[config.mk]
export PLATFORM = sky130hd
export DESIGN_NAME = ysyx_22040895_ifu
export DESIGN_NICKNAME = d
export VERILOG_FILES = /design/src/rtl/ysyx_22040895_ifu_pkg.sv /design/src/rtl/ysyx_22040895_pc_reg.sv /design/src/rtl/ysyx_22040895_ifu.sv
export SDC_FILE = /design/constraint.sdc
export NUM_CORES = 1
export LEC_CHECK = 0
export CAP_MARGIN = 25
export CORE_ASPECT_RATIO = 0.8
export CORE_MARGIN = 2
export CORE_UTILIZATION = 35
export CTS_CLUSTER_DIAMETER = 120
export CTS_CLUSTER_SIZE = 16
export DETAILED_ROUTE_END_ITERATION = 7
export GPL_ROUTABILITY_DRIVEN = 0
export PLACE_DENSITY = 0.68
export SLEW_MARGIN = 30
export SYNTH_ARGS = -nofsm -noshare
export SYNTH_HDL_FRONTEND = slang
export SYNTH_SLANG_ARGS = --single-unit
[constraint.sdc]
create_clock -name clk_i_ifu -period 3.65 [get_ports clk_i_ifu]
set_clock_uncertainty 0.15 [all_clocks]
set_input_delay 0.365 -clock clk_i_ifu [delete_from_list [all_inputs] [get_ports clk_i_ifu]]
set_output_delay 0.365 -clock clk_i_ifu [all_outputs]
set_load 0.05 [all_outputs]
[src/rtl/ysyx_22040895_ifu_pkg.sv]
// Shared types and constants for the instruction fetch unit: bus widths, reset PC,
// fetch FSM encoding and next-PC select.
package ysyx_22040895_ifu_pkg;

  localparam int unsigned          REG_BUS     = 64;
  localparam int unsigned          INST_BUS    = 32;
  localparam logic [REG_BUS-1:0]   RESET_PC_DEF = 64'h0000_0000_8000_0000;

  typedef enum logic [1:0] {
    S_REQ  = 2'b00,
    S_WAIT = 2'b01,
    S_HOLD = 2'b10
  } ifu_state_t;

  typedef enum logic [1:0] {
    PC_HOLD   = 2'b00,
    PC_TARGET = 2'b01,
    PC_INC    = 2'b10
  } pc_sel_t;

endpackage

[src/rtl/ysyx_22040895_pc_reg.sv]
// PC register with asynchronous active-low reset and a target / pc+4 / hold next-PC mux.
module ysyx_22040895_pc_reg
  import ysyx_22040895_ifu_pkg::*;
#(
  parameter int unsigned     XLEN     = REG_BUS,
  parameter logic [XLEN-1:0] RESET_PC = RESET_PC_DEF
) (
  input  logic            clk,
  input  logic            rst_n,
  input  pc_sel_t         sel,
  input  logic [XLEN-1:0] target,
  output logic [XLEN-1:0] pc
);

  logic [XLEN-1:0] pc_n;

  always_comb begin
    pc_n = pc;
    case (sel)
      PC_TARGET: pc_n = target;
      PC_INC:    pc_n = pc + XLEN'(4);
      default:   pc_n = pc;
    endcase
  end

  always_ff @(posedge clk or negedge rst_n) begin
    if (!rst_n) pc <= RESET_PC;
    else        pc <= pc_n;
  end

endmodule

[src/rtl/ysyx_22040895_ifu.sv]
// Instruction fetch unit: one outstanding req/gnt/rvalid fetch, {pc, inst} handed to decode
// with valid/ready. Optional perf counters under YSYX_22040895_IFU_PERF_EN.
module ysyx_22040895_ifu
  import ysyx_22040895_ifu_pkg::*;
#(
  parameter int unsigned     XLEN     = REG_BUS,
  parameter int unsigned     INST_W   = INST_BUS,
  parameter logic [XLEN-1:0] RESET_PC = RESET_PC_DEF
) (
  input  logic              clk_i_ifu,
  input  logic              rst_n_i_ifu,
  input  logic              redirect_i_ifu,
  input  logic [XLEN-1:0]   target_i_ifu,
  output logic              imem_req_o_ifu,
  output logic [XLEN-1:0]   imem_addr_o_ifu,
  input  logic              imem_gnt_i_ifu,
  input  logic              imem_rvalid_i_ifu,
  input  logic [INST_W-1:0] imem_rdata_i_ifu,
  output logic              inst_valid_o_ifu,
  input  logic              inst_ready_i_ifu,
  output logic [XLEN-1:0]   pc_o_ifu,
  output logic [INST_W-1:0] inst_o_ifu,
  output logic              misalign_o_ifu
`ifdef YSYX_22040895_IFU_PERF_EN
  ,
  output logic [63:0]       perf_fetch_o_ifu,
  output logic [63:0]       perf_flush_o_ifu
`endif
);

  ifu_state_t        state, state_n;
  logic              drop, drop_n;
  logic              mis_q, mis_n;
  logic              inst_we;
  logic [INST_W-1:0] inst_q, inst_d;
  pc_sel_t           pc_sel;
  logic [XLEN-1:0]   pc;
  logic              pc_mis, tgt_mis, req, req_acc;

  ysyx_22040895_pc_reg #(
    .XLEN     (XLEN),
    .RESET_PC (RESET_PC)
  ) u_pc_reg (
    .clk    (clk_i_ifu),
    .rst_n  (rst_n_i_ifu),
    .sel    (pc_sel),
    .target (target_i_ifu),
    .pc     (pc)
  );

  assign pc_mis  = (pc[1:0] != 2'b00);
  assign tgt_mis = (target_i_ifu[1:0] != 2'b00);
  // A misaligned PC never reaches memory; request is also held low while reset is asserted.
  assign req     = (state == S_REQ) && !pc_mis && rst_n_i_ifu;
  assign req_acc = req && imem_gnt_i_ifu;

  always_comb begin
    state_n = state;
    drop_n  = drop;
    mis_n   = mis_q;
    inst_we = 1'b0;
    inst_d  = imem_rdata_i_ifu;
    pc_sel  = PC_HOLD;
    case (state)
      S_REQ: begin
        if (redirect_i_ifu) begin
          pc_sel = PC_TARGET;
          if (req_acc) begin
            state_n = S_WAIT;
            drop_n  = 1'b1;
          end else if (tgt_mis) begin
            state_n = S_HOLD;
            inst_we = 1'b1;
            inst_d  = '0;
            mis_n   = 1'b1;
          end
        end else if (pc_mis) begin
          state_n = S_HOLD;
          inst_we = 1'b1;
          inst_d  = '0;
          mis_n   = 1'b1;
        end else if (req_acc) begin
          state_n = S_WAIT;
        end
      end
      S_WAIT: begin
        if (redirect_i_ifu) begin
          pc_sel = PC_TARGET;
          if (imem_rvalid_i_ifu) begin
            // Response consumed this cycle, so nothing is left outstanding to drop.
            drop_n = 1'b0;
            if (tgt_mis) begin
              state_n = S_HOLD;
              inst_we = 1'b1;
              inst_d  = '0;
              mis_n   = 1'b1;
            end else begin
              state_n = S_REQ;
            end
          end else begin
            drop_n = 1'b1;
          end
        end else if (imem_rvalid_i_ifu) begin
          if (drop) begin
            drop_n  = 1'b0;
            state_n = S_REQ;
          end else begin
            state_n = S_HOLD;
            inst_we = 1'b1;
            mis_n   = 1'b0;
          end
        end
      end
      S_HOLD: begin
        if (redirect_i_ifu) begin
          pc_sel  = PC_TARGET;
          state_n = S_REQ;
        end else if (inst_ready_i_ifu) begin
          pc_sel  = PC_INC;
          state_n = S_REQ;
        end
      end
      default: state_n = S_REQ;
    endcase
  end

  always_ff @(posedge clk_i_ifu or negedge rst_n_i_ifu) begin
    if (!rst_n_i_ifu) begin
      state  <= S_REQ;
      drop   <= 1'b0;
      mis_q  <= 1'b0;
      inst_q <= '0;
    end else begin
      state <= state_n;
      drop  <= drop_n;
      mis_q <= mis_n;
      if (inst_we) inst_q <= inst_d;
    end
  end

  assign imem_req_o_ifu   = req;
  assign imem_addr_o_ifu  = pc;
  assign pc_o_ifu         = pc;
  assign inst_valid_o_ifu = (state == S_HOLD);
  assign inst_o_ifu       = inst_q;
  assign misalign_o_ifu   = (state == S_HOLD) && mis_q;

`ifdef YSYX_22040895_IFU_PERF_EN
  logic flush_ev;
  assign flush_ev = redirect_i_ifu &&
                    ((state == S_WAIT) || (state == S_HOLD) || req_acc);

  always_ff @(posedge clk_i_ifu or negedge rst_n_i_ifu) begin
    if (!rst_n_i_ifu) begin
      perf_fetch_o_ifu <= '0;
      perf_flush_o_ifu <= '0;
    end else begin
      if ((state == S_HOLD) && inst_ready_i_ifu) perf_fetch_o_ifu <= perf_fetch_o_ifu + 64'd1;
      if (flush_ev) perf_flush_o_ifu <= perf_flush_o_ifu + 64'd1;
    end
  end
`endif

endmodule

==> run summary, run 1 <==
Die W: 152.8 um
Synth area leaders: dfrtp_1 40%, buf_4 7.9%, a22o_1 4.9%
Most frequent cell after synthesis: dfrtp_1
F_max: 0.3562 GHz
Pwr Total: 8.529 mW
TNS Setup: 0 ps
Unrepaired setup endpoints after global routing: false
Nets: 993
Wire length per cell: 19.29 um
Worst Tran Pin Value: 726.5 ps
CTS tree: done
Post-Synthesis Cells: 702
Die ar.: 18790 um^2
Top Metal Used: met4
Synth area leader: dfrtp_1
IO Pins: 265
Post-CTS setup buffer count: 0
Core box area: 17320 um^2
Tot GR Track Use: 22.74%
Initial DRC Count: 470
Drc violations: 0
WL met1: 10180 um
Slew headroom: 51.57%
Syn-to-layout area delta: 44.41%
Synth cell types: 53
Crit path max fanout: 8
Post-synth EDFFs: 0
CTS buffer count: 9
First-pass GRT wire length: 33750 um
HPWL after DPL: 15470 um
Pleak: 3.434 nW
Status: finished, final reports clean
Avg Inst Size Synth: 8.826 um^2
Vias in the first global route: 6024
DRT Wirelength: 21570 um
Global route overflow: 0
Syn_nets: 807
Hold Fails Final Rpt: 0
# setup viols final: 0
Sequential-to-total area share from yosys stat: 40.41%
Met3 wire length: 1743 um
PortBufs: 264
Commonest cells in the netlist: 99 x dfrtp_1, 65 x buf_4, 58 x nand3_1
DR WL met2: 9402 um
Worst-Skew Late Latency: 360 ps
Synth Cell Area: 6196 um^2
Initial Utilization: 35.76%
Final period util: 76.91%
Maximum vdd drop: 0.5231 mV
Min Tclk post-route: 2807 ps
Clock root buffer: clkbuf_16
Clock transition at path regs: 70 ps
Post-CTS sizing: 0
Synth Register Bits: 100
Crit. End Element: flop
CTS Hold Bufs: 1
Hold Crit Class: input port to asynchronous set/reset pin
Pwr dens: 953.2 nW/um^2
ANT cells: 0
Nature of the critical path startpoint: flop
Chip height: 123.0 um
Worst Path Required: 3790 ps
Largest net degree at the start of global routing: 92
Yosys Warn Count: 0
Slew Limit Fails: 0
Post-DR vias/cell: 5.719
Site row count: 43
Via count: 6394
H-tree depth: 3
CTS max path bufs: 2
Post-DRT Antenna Nets: 0
Share of post-route cells with drive strength above 1: 5.151%
Max-Cap Viols: 0
Initial antenna violation count: 0
Asr flop ratio synth: 100.0%
Clock sink count: 100
DRT Pass-1 Iters: 5
Synth top area share: 39.98%
Commonest register cell after synthesis: dfrtp_1
CP Class: flop to flop
Crit path DAT: 2950 ps
-- report_power, final --
group	leakage (nW)	internal, mW	total, mW	switching, mW
clock network	0.140	0.481	0.960	0.479
registers	1.21	1.55	2.23	0.686
logic	2.08	1.79	5.34	3.55
-- path summary, 6_finish.rpt --
kind / startpoint / endpoint / slack (ps) / cells after the start
max: u_pc_reg.pc[25]$_DFFE_PN0P_ / u_pc_reg.pc[57]$_DFFE_PN0P_ / 840 / 5
min: rst_n_i_ifu / u_pc_reg.pc[60]$_DFFE_PN0P_ / 240 / 2
max reg2reg: u_pc_reg.pc[25]$_DFFE_PN0P_ / u_pc_reg.pc[57]$_DFFE_PN0P_ / 840 / 5
min reg2reg: inst_o_ifu[27]$_DFFE_PN0P_ / inst_o_ifu[27]$_DFFE_PN0P_ / 360 / 1
max in group asynchronous: rst_n_i_ifu / u_pc_reg.pc[32]$_DFFE_PN0P_ / 1530 / 4
min in group clk_i_ifu: inst_o_ifu[27]$_DFFE_PN0P_ / inst_o_ifu[27]$_DFFE_PN0P_ / 360 / 1
-- kinds of logic after synthesis --
| group | after synthesis | share of synthesized area [%] |
|---|---|---|
| muxes | 8 | 1.292 |
| buffers and inverters | 122 | 11.35 |
| adders and majority gates | 3 | 0.6059 |
| AOI/OAI and AO/OA | 191 | 22.05 |
| and+or+nand+nor | 278 | 24.29 |
| DFF | 100 | 40.41 |
-- metrics by stage --
stage | hold slack, ps | instances | setup slack [ps] | utilization [%] | area [um^2]
finish | 244.2 | 1118 | 842.9 | 51.65 | 8947
global route | 252.7 | 1118 | 695.3 | 51.65 | 8947
CTS | 230.7 | 1118 | 859.8 | 51.65 | 8947
detailed placement | 73.70 | 1101 | 627.8 | 49.93 | 8650
global placement | 72.84 | 1101 | 637.8 | 49.93 | 8650
floorplan | -80.59 | 702 | 851.4 | - | 6196
-- flip-flops by register name (all words and copies together), names as in the netlist --
signal and cells:
inst_o_ifu 32, u_pc_reg.pc 64, drop 1, state 2, mis_q 1
-- worst max-delay path: stages, from the launching register on --
cell and delay, ps:
dfrtp_1 550, nand4_1 360, or4_1 590, or4_1 580, or4_1 430, nand3_1 90
-- placed cells by master, fill, tap and decap left out, types with 8 or more instances in the layout --
cell,count
a21oi_1,43
nand3_1,58
and3_1,15
nor3_1,12
nor2_1,38
dfrtp_1,99
and2_1,10
o211ai_1,15
inv_1,14
nand2_1,48
a31oi_1,8
or3_1,8
a22o_1,35
nand4_1,33
clkbuf_16,9
or4_1,19
o21ai_0,17
buf_4,15
o22ai_1,9
nor4_1,10
a22oi_1,17
mux2i_1,8
clkdlybuf4s50_1,263
o22a_1,13
-- metal layers --
layer | vias up | global-route usage (%)
met4 | 0 | 4.919
li1 | 2986 | -
met5 | - | 0
met3 | 17 | 5.678
met1 | 3094 | 33.31
met2 | 297 | 34.08
-- final cells by class --
cell class / count / area (um^2)
Timing Repair Buffer: 281 / 2795
Clock buffer: 9 / 225.2
Clock inverter: 7 / 62.56
Tap cell: 225 / 281.5
Multi-Input combinational cell: 480 / 3019
Sequential cell: 100 / 2504
Fill cell: 1674 / 8377
Inverter: 16 / 60.06
Power figures use the tool's default switching activity.
==> run 2, diff against run 1 <==
==> constraint.sdc (replaced) <==
create_clock -name clk_i_ifu -period 2.75 [get_ports clk_i_ifu]
set_clock_uncertainty 0.15 [all_clocks]
set_input_delay 0.275 -clock clk_i_ifu [delete_from_list [all_inputs] [get_ports clk_i_ifu]]
set_output_delay 0.275 -clock clk_i_ifu [all_outputs]
set_load 0.05 [all_outputs]
==> run 2 against run 1 <==
Compared with the run above:
- utilization is 2.1 points higher
- combinational power is 44% higher
- cell area is 4.1% higher
- non-clock buffer count is 43 higher
==> run summary, run 2 (same netlist as run 1, synthesis figures left out) <==
Status: finished, final reports clean
Slew Limit Fails: 0 (unchanged)
H-tree depth: 3 (unchanged)
Worst Tran Pin Value: 643.5 ps (-82.97 ps)
Via count: 6587 (+3.0%)
Wire length per cell: 19.37 um (+0.42%)
Initial Utilization: 35.76% (unchanged)
Top reg by flops: u_pc_reg.pc
Dpl cells: 1144 (+3.9%)
Crit path max fanout: 6 (-2)
Min Tclk post-route: 2553 ps (-254.4 ps)
Share of post-route cells with drive strength above 1: 9.829% (+4.7 points)
PortBufs: 264 (unchanged)
Vias in the first global route: 6240 (+3.6%)
Pwr dens: 1251 nW/um^2 (+31%)
Reg2reg path depth: 6 (+1)
Nets: 1036 (+4.3%)
Clock root buffer: clkbuf_16
CTS buffer count: 9 (unchanged)
Commonest non-fill, non-tap cell in the layout: clkdlybuf4s50_1
Max-Cap Viols: 0 (unchanged)
Syn-to-layout area delta: 50.36%
Chip height: 123.0 um (unchanged)
DRT Pass-1 Iters: 5 (unchanged)
Pleak: 3.657 nW (+6.5%)
Crit path DAT: 2690 ps (-260 ps)
Core box area: 17320 um^2 (unchanged)
Worst Path Required: 2890 ps (-900 ps)
Drc violations: 0 (unchanged)
CTS tree: done
Clock transition at path regs: 80 ps (about the same)
Unrepaired setup endpoints after global routing: false
Most frequent cells in the layout: 262 x clkdlybuf4s50_1, 97 x dfrtp_1, 58 x nand3_1
Hold Fails Final Rpt: 0 (unchanged)
Worst slack, placed: 205.2 ps (-422.5 ps)
Maximum vdd drop: 0.6616 mV (+26%)
CP peak stage delay: 560 ps (-30 ps)
Tot GR Track Use: 23.30% (+0.56 points)
Crit. End Element: flop
Max reg flops: 64 (unchanged)
# setup viols final: 0 (unchanged)
Clock sink count: 100 (unchanged)
Hold Crit Class: input port to asynchronous set/reset pin
Filler cells: 1610 (-3.8%)
Largest net degree at the start of global routing: 59 (-36%)
IO Pins: 265 (unchanged)
Nature of the critical path startpoint: flop
CP Class: flop to flop
Worst-Skew Late Latency: 350 ps (about the same)
CTS max path bufs: 2 (unchanged)
Most used cell along the critical path: nand4_1
ANT cells: 0 (unchanged)
Final period util: 92.82% (+16 points)
Die ar.: 18790 um^2 (unchanged)
HPWL after DPL: 16560 um (+7.0%)
Critical path's slowest cell: or4_1
Post-DR vias/cell: 5.674 (-0.80%)
DRT Wirelength: 22490 um (+4.3%)
Crit path cell chain: nand4_1 -> buf_4 -> nor4_1 -> nand4_1 -> or4_1 -> nand3_1
Slew headroom: 56.70% (+5.1 points)
Die W: 152.8 um (unchanged)
F_max: 0.3917 GHz (+10%)
Initial antenna violation count: 0 (unchanged)
First-pass GRT wire length: 34700 um (+2.8%)
Non-filler cells, final: 1161 (+3.8%)
Pwr Total: 11.65 mW (+37%)
Global route overflow: 0 (unchanged)
TNS Setup: 0 ps (unchanged)
Post-CTS setup buffer count: 0 (unchanged)
Post-route setup slack: 197.3 ps (-645.6 ps)
Post-DRT Antenna Nets: 0 (unchanged)
Initial DRC Count: 476 (+1.3%)
Site row count: 43 (unchanged)
## run 2: cell count changes in the layout (fill, tap and decap cells not counted)
cell             change
buf_12               +3
buf_4               +41
clkdlybuf4s50_1      -1
dfrtp_1              -2
dfrtp_2              +2
nor4_2               -1
nor4_4               +1
## run 2: metrics by stage
step / util (%) / hold WS (ps) / instance area (um^2)
3_5_place_dp: 52.06 / 0.09970 / 9019
4_1_cts: 53.78 / 182.1 / 9316
6_report: 53.78 / 180.9 / 9316
5_1_grt: 53.78 / 183.3 / 9316
3_3_place_gp: 52.06 / 2.441 / 9019
2_1_floorplan: - / -170.6 / 6198
## run 2: final cells by class
| class | instances | area, um^2 | area share (%) |
|---|---|---|---|
| inverter | 16 | 60.06 | 0.6446 |
| tap | 225 | 281.5 | 3.022 |
| clock buffer | 9 | 225.2 | 2.417 |
| multi-input combinational | 480 | 3028 | 32.50 |
| clock inverter | 7 | 62.56 | 0.6715 |
| sequential | 100 | 2506 | 26.90 |
| timing repair buffer | 324 | 3153 | 33.84 |
## run 2: path summary, 6_finish.rpt
| check | from | to | slack [ps] |
|---|---|---|---|
| max | u_pc_reg.pc[25]$_DFFE_PN0P_ | u_pc_reg.pc[56]$_DFFE_PN0P_ | 200 |
| min | rst_n_i_ifu | u_pc_reg.pc[2]$_DFFE_PN0P_ | 180 |
| max reg2reg | u_pc_reg.pc[25]$_DFFE_PN0P_ | u_pc_reg.pc[56]$_DFFE_PN0P_ | 200 |
| min reg2reg | inst_o_ifu[23]$_DFFE_PN0P_ | inst_o_ifu[23]$_DFFE_PN0P_ | 360 |
| max in group asynchronous | rst_n_i_ifu | u_pc_reg.pc[38]$_DFFE_PN0P_ | 1360 |
| min in group clk_i_ifu | target_i_ifu[45] | u_pc_reg.pc[45]$_DFFE_PN0P_ | 330 |
## run 2: repair_timing
action                    4_1_cts  5_1_grt
resized for setup               0        0
hold buffers                    1        0
hold endpoints to repair       10        0
## run 2: where the power goes
group / total (mW) / leakage (nW) / internal [mW] / switching, mW
combinational: 7.68 / 2.31 / 2.60 / 5.08
clock: 1.28 / 0.140 / 0.638 / 0.643
sequential: 2.69 / 1.21 / 2.06 / 0.634
## run 2: routing by layer
metal | vias to the layer above | wire length, um | GRT usage [%]
met1 | 3176 | 10540 | 34.12
met4 | 0 | 250 | 4.803
met5 | - | 0 | 0
met2 | 322 | 9816 | 35.01
li1 | 3069 | - | -
met3 | 20 | 1889 | 5.853
## run 2: critical path: cells and delay by family (launching register included)
family        cells  cell delay [ps]
flops             1              350
simple gates      5             1760
buf+inv           1              220
